$ cat src/rtl/input_conditioner_if.sv
// Pin-side bundle between the board inputs and the input conditioner:
// raw pin levels in, debounced level / press / release / toggle out.
interface input_conditioner_if #(
    parameter int Channels = 5
);
    logic [Channels-1:0] i_raw;
    logic [Channels-1:0] o_level;
    logic [Channels-1:0] o_press;
    logic [Channels-1:0] o_release;
    logic [Channels-1:0] o_toggle;

    modport master (
        output i_raw,
        input  o_level,
        input  o_press,
        input  o_release,
        input  o_toggle
    );

    modport slave (
        input  i_raw,
        output o_level,
        output o_press,
        output o_release,
        output o_toggle
    );
endinterface

$ cat src/rtl/input_conditioner.sv
// Per-channel 2-FF synchroniser, 4-state debounce FSM and registered
// level / press / release / toggle outputs for board buttons and switches.
module input_conditioner #(
    parameter int                  Channels       = 5,
    parameter int                  DebounceCycles = 500000,
    parameter logic [Channels-1:0] InvertMask     = '0
) (
    input  logic                i_clock_50mhz,
    input  logic                i_reset,
    input_conditioner_if.slave  bus
);

    localparam int              CntW   = $clog2(DebounceCycles + 1);
    localparam logic [CntW-1:0] CntMax = CntW'(DebounceCycles);
    localparam logic [CntW-1:0] CntOne = CntW'(1);

    typedef enum logic [1:0] {
        STABLE_LO = 2'd0,
        CHECK_HI  = 2'd1,
        STABLE_HI = 2'd2,
        CHECK_LO  = 2'd3
    } state_e;

    logic [Channels-1:0] level_vec;
    logic [Channels-1:0] press_vec;
    logic [Channels-1:0] release_vec;
    logic [Channels-1:0] toggle_vec;

    genvar gi;
    generate
        for (gi = 0; gi < Channels; gi++) begin : g_ch
            logic            sync1_q;
            logic            sync2_q;
            logic            s_act;
            state_e          state_q;
            state_e          state_d;
            logic [CntW-1:0] cnt_q;
            logic [CntW-1:0] cnt_d;
            logic            level_q;
            logic            level_d;
            logic            press_q;
            logic            press_d;
            logic            release_q;
            logic            release_d;
            logic            toggle_q;
            logic            toggle_d;

            // Reset loads the inverted-inactive value so s_act reads 0 straight out of reset.
            always_ff @(posedge i_clock_50mhz or negedge i_reset) begin
                if (!i_reset) begin
                    sync1_q <= InvertMask[gi];
                    sync2_q <= InvertMask[gi];
                end else begin
                    sync1_q <= bus.i_raw[gi];
                    sync2_q <= sync1_q;
                end
            end

            assign s_act = sync2_q ^ InvertMask[gi];

            always_comb begin
                state_d   = state_q;
                cnt_d     = cnt_q;
                level_d   = level_q;
                press_d   = 1'b0;
                release_d = 1'b0;
                toggle_d  = toggle_q;
                case (state_q)
                    STABLE_LO: begin
                        cnt_d = '0;
                        if (s_act) begin
                            state_d = CHECK_HI;
                            cnt_d   = CntOne;
                        end
                    end
                    CHECK_HI: begin
                        if (!s_act) begin
                            state_d = STABLE_LO;
                            cnt_d   = '0;
                        end else if (cnt_q == CntMax) begin
                            state_d  = STABLE_HI;
                            cnt_d    = '0;
                            level_d  = 1'b1;
                            press_d  = 1'b1;
                            toggle_d = ~toggle_q;
                        end else begin
                            cnt_d = cnt_q + CntOne;
                        end
                    end
                    STABLE_HI: begin
                        cnt_d = '0;
                        if (!s_act) begin
                            state_d = CHECK_LO;
                            cnt_d   = CntOne;
                        end
                    end
                    CHECK_LO: begin
                        if (s_act) begin
                            state_d = STABLE_HI;
                            cnt_d   = '0;
                        end else if (cnt_q == CntMax) begin
                            state_d   = STABLE_LO;
                            cnt_d     = '0;
                            level_d   = 1'b0;
                            release_d = 1'b1;
                        end else begin
                            cnt_d = cnt_q + CntOne;
                        end
                    end
                    default: begin
                        state_d = STABLE_LO;
                        cnt_d   = '0;
                    end
                endcase
            end

            always_ff @(posedge i_clock_50mhz or negedge i_reset) begin
                if (!i_reset) begin
                    state_q   <= STABLE_LO;
                    cnt_q     <= '0;
                    level_q   <= 1'b0;
                    press_q   <= 1'b0;
                    release_q <= 1'b0;
                    toggle_q  <= 1'b0;
                end else begin
                    state_q   <= state_d;
                    cnt_q     <= cnt_d;
                    level_q   <= level_d;
                    press_q   <= press_d;
                    release_q <= release_d;
                    toggle_q  <= toggle_d;
                end
            end

            assign level_vec[gi]   = level_q;
            assign press_vec[gi]   = press_q;
            assign release_vec[gi] = release_q;
            assign toggle_vec[gi]  = toggle_q;
        end
    endgenerate

    assign bus.o_level   = level_vec;
    assign bus.o_press   = press_vec;
    assign bus.o_release = release_vec;
    assign bus.o_toggle  = toggle_vec;

endmodule

$ cat src/flat_wrapper.sv
// flat-port wrapper written by rule: the top's interface ports become plain ports
module input_conditioner_flat 
#(
    parameter int                  Channels       = 5,
    parameter int                  DebounceCycles = 500000,
    parameter logic [Channels-1:0] InvertMask     = '0
)
  (i_clock_50mhz, i_reset, bus_i_raw, bus_o_level, bus_o_press, bus_o_release, bus_o_toggle);
  input_conditioner_if #(.Channels(Channels)) bus_i ();
  input  logic i_clock_50mhz;
  input  logic i_reset;
  input wire logic [$bits(bus_i.i_raw)-1:0] bus_i_raw;
  output wire logic [$bits(bus_i.o_level)-1:0] bus_o_level;
  output wire logic [$bits(bus_i.o_press)-1:0] bus_o_press;
  output wire logic [$bits(bus_i.o_release)-1:0] bus_o_release;
  output wire logic [$bits(bus_i.o_toggle)-1:0] bus_o_toggle;
  assign bus_i.i_raw = bus_i_raw;
  assign bus_o_level = bus_i.o_level;
  assign bus_o_press = bus_i.o_press;
  assign bus_o_release = bus_i.o_release;
  assign bus_o_toggle = bus_i.o_toggle;
  input_conditioner #(.Channels(Channels), .DebounceCycles(DebounceCycles), .InvertMask(InvertMask)) u_core (.i_clock_50mhz(i_clock_50mhz), .i_reset(i_reset), .bus(bus_i));
endmodule
$ cat config.mk
export PLATFORM = sky130hd
export DESIGN_NAME = input_conditioner_flat
export DESIGN_NICKNAME = d
export VERILOG_FILES = /design/src/rtl/input_conditioner_if.sv /design/src/rtl/input_conditioner.sv /design/src/flat_wrapper.sv
export SDC_FILE = /design/constraint.sdc
export NUM_CORES = 1
export LEC_CHECK = 0
export CAP_MARGIN = 40
export CORE_UTILIZATION = 25
export CTS_CLUSTER_SIZE = 30
export DETAILED_ROUTE_END_ITERATION = 8
export GPL_TIMING_DRIVEN = 0
export SLEW_MARGIN = 5
export SYNTH_ARGS = -nofsm -noshare
export SYNTH_HDL_FRONTEND = slang
export SYNTH_SLANG_ARGS = --single-unit
$ cat constraint.sdc
create_clock -name i_clock_50mhz -period 6.4 [get_ports i_clock_50mhz]
set_clock_uncertainty 0.1 [all_clocks]
set_input_delay 0.64 -clock i_clock_50mhz [delete_from_list [all_inputs] [get_ports i_clock_50mhz]]
set_output_delay 0.64 -clock i_clock_50mhz [all_outputs]
set_load 0.01 [all_outputs]
==> flow_metrics.tcl <==
set metrics [dict create \
    crit_chain "inv_1 -> ha_1 -> or4b_1 -> or3_4 -> o211ai_2 -> buf_4 -> nor2_1" \
    final_common_cell "dfrtp_1" \
    powerDensity_mw_per_mm2 236.1 \
    grt_pass1_wl_microns 23300 \
    drc 0 \
    synthToLayoutAreaGrowth_pct 19.37 \
    cts_tree "done" \
    syn_inst 672 \
    p_clk_share_pct 51.6 \
    timing.fmax_mhz 411.9 \
    power_frac_comb_pct 2.9 \
    postCtsResizedCells 0 \
    cts-buffers-inserted 17 \
    drt_iter0_drc 242 \
    syn-cell-area_sq_mm 0.006803 \
    switching_share_pct 24.82 \
    dieHeight_microns 167.0 \
    cp.required_ns 6.61 \
    critPathSlowestCell "dfrtp_1" \
    crit_type "reg2reg" \
    syn_nets 689 \
    final_antenna_net_count 0 \
    p_switching_w 0.0004759 \
    path_clk_slew_ns 0.07 \
    stdcell_count 1072 \
    drv_slew 0 \
    diodes 0 \
    first_pass_iters 4 \
    yosysUniqueCellTypes 56 \
    worstSkewPairLatency_ns 0.42 \
    drive_above_1_share_pct 11.49 \
    core_region_area_sq_mm 0.02680 \
    io_pins 27 \
    timing.critical_path.fanout_max 10 \
    cp.arrival_ns 2.64 \
    status "finished, final reports clean" \
    grt_pass1_vias 4890 \
    yosysTopAreaCell "dfrtp_1" \
    dieArea_sq_mm 0.02787 \
    gp_routability_congestion 0.7826 \
    place_inst 1040 \
    cts-hold-fix-buffers 0 \
    h-tree-depth 4 \
    overflow 0 \
    netlist.area_leader.share_pct 49.66 \
    grt_util_met1_pct 13.12 \
    irDropWorstVdd_uv 151.5 \
    antenna_found_initial 0 \
    met3_usage_pct 2.495 \
    cts_root_buffer "clkbuf_16" \
    tightest_slew_ns 0.6828 \
    initial_core_util_pct 25.38 \
    setup_viol 0 \
    p_int_w 0.001441 \
    post_synth_main_area_contributors "dfrtp_1 (50%), xnor2_1 (7.5%), nor2_1 (5.1%), xor2_1 (3.0%), buf_4 (2.8%)" \
    grt_max_degree 79 \
    crit_path_end_kind "register" \
    cts_max_path_buffers 2 \
    die_w_microns 167.0 \
    hold_viol 0 \
    rsz0062_at_grt "false" \
    synthArstFlopShare_pct 100.0 \
    nNetsFinal 735 \
    vias 4937 \
    dp_hpwl_microns 8590 \
    crit_family "simple AND/OR/NAND/NOR gates" \
    busiest_layer "met2" \
    postCtsSetupRepairBufs 0 \
    ys.flop_type "dfrtp_1" \
    ys_seq_area_share_pct 49.66 \
    io_buffers 26 \
    min_period_ns 2.428 \
    use_met2_pct 15.94 \
    drv_cap 0 \
    seq_power_share_pct 45.5 \
    yosys_warnings 0 \
    vias_per_cell 4.605 \
    synth-seq-cells 135 \
    power_w 0.001917 \
    p_leak_nw 3.113 \
    hold_class "in2async" \
    maxSlewHeadroom_pct 54.18 \
    timing.final.crit_share_pct 37.94 \
    cp_slowest_stage_delay_ns 0.45 \
    grt_use_total_pct 10.10 \
    avgSynthCellArea_sq_um 10.12 \
    synth-edff-count 0 \
    wl_microns 12830 \
    cts_sinks 135 \
    fp-row-count 60 \
    avgRoutedWirePerCell_microns 11.97 \
    cp_num_buf_inv 2 \
    critPathLaunchType "register" \
    layout_common_cells "dfrtp_1 (135), nor2_1 (93), xnor2_1 (58), nand3_1 (37), inv_1 (36)" \
]
==> power by group through the flow <==
stage	clock, W	combinational, W	sequential, W
finish	0.000990	0.0000547	0.000872
floorplan	0	0.0000267	0.000886
global route	0.00106	0.0000642	0.000873
detailed placement	0	0.0000572	0.000888
global placement	0	0.0000549	0.000889
CTS	0.00102	0.0000575	0.000872
==> through the flow <==
| step | cell area (sq um) | setup TNS (ns) | utilization, % | setup WS (ns) | hold slack (ns) |
|---|---|---|---|---|---|
| after floorplan | 6803 | 0 | - | 4.261 | 0.2312 |
| after global placement | 7490 | -136.88 | 27.95 | -1.022 | 0.2326 |
| after detailed placement | 7518 | 0 | 28.05 | 3.943 | 0.2364 |
| after CTS | 8120 | 0 | 30.30 | 3.943 | 0.09809 |
| after global routing | 8120 | 0 | 30.30 | 3.723 | 0.1157 |
| final | 8120 | 0 | 30.30 | 3.972 | 0.08064 |
==> kinds of logic (layout without fill, tap and decap cells) <==
kind of cell / count (synthesis) / in the layout / synth area share, %
compound gates: 51 / 51 / 5.187
xor+xnor: 81 / 81 / 10.43
fa+ha+maj: 10 / 10 / 1.839
buf+inv: 74 / 133 / 5.591
flops: 135 / 135 / 49.66
mux: 6 / 6 / 0.9564
simple gates: 315 / 315 / 26.34
==> metal layers <==
metal,vias to the layer above,share of wire (%)
met5,-,0
met4,0,1.6
met3,14,2.6
met2,44,46
met1,2429,50
li1,2450,-
==> cell usage after synthesis (4+ instances only) <==
library cell,number
a211o_1,4
nand4b_1,4
dfrtp_1,135
nor2_1,93
o31ai_1,7
and3_1,10
a21oi_1,13
mux2_2,4
ha_1,10
nor3_1,18
o21ai_0,8
xor2_1,23
or4_1,8
or3_1,5
xnor2_1,58
and4_1,8
clkbuf_1,11
nand3_1,37
nand2_1,31
inv_1,36
nor4b_1,5
or2_2,4
nand4_1,27
nor3b_1,8
nor4_1,26
a211oi_1,4
nor4bb_1,5
buf_4,25
==> state kept, by name (all words and copies together) (netlist names), named ones only <==
signal and count:
u_core.g_ch.s_act 5, u_core.g_ch.sync1_q 5, u_core.g_ch.release_q 5, u_core.g_ch.cnt_q 95, u_core.g_ch.toggle_q 5, u_core.g_ch.press_q 5
u_core.g_ch.state_q 5, u_core.g_ch.level_q 5
==> worst reg2reg max path, stage by stage (launching register included) <==
cell and delay, ns:
dfrtp_1 0.45, inv_1 0.09, ha_1 0.14, or4b_1 0.42
or3_4 0.38, o211ai_2 0.40, buf_4 0.26, nor2_1 0.07
==> area by class of cell <==
cell class                      instances  area (sq um)
Multi-Input combinational cell        463          3044
Timing Repair Buffer                   27         289.0
Fill cell                            2761         18680
Clock inverter                         15         176.4
Clock buffer                           17         425.4
Inverter                               36         135.1
Tap cell                              341         426.7
Buffer                                 38         245.2
Sequential cell                       135          3378
==> path summary, 6_finish.rpt <==
| check | start | depth (start not counted) | slack, ns | endpoint |
|---|---|---|---|---|
| setup / recovery | u_core.g_ch[1].cnt_q[0] | 7 | 3.97 | u_core.g_ch[1].cnt_q[6] |
| hold / removal | i_reset | 1 | 0.08 | u_core.g_ch[1].release_q |
| setup reg to reg | u_core.g_ch[1].cnt_q[0] | 7 | 3.97 | u_core.g_ch[1].cnt_q[6] |
| hold reg to reg | u_core.g_ch[2].sync1_q | 0 | 0.25 | u_core.g_ch[2].s_act |
| max in group asynchronous | i_reset | 2 | 5.35 | u_core.g_ch[2].cnt_q[10] |
| min in group i_clock_50mhz | u_core.g_ch[2].sync1_q | 0 | 0.25 | u_core.g_ch[2].s_act |
(Power assumes the default switching activity.)
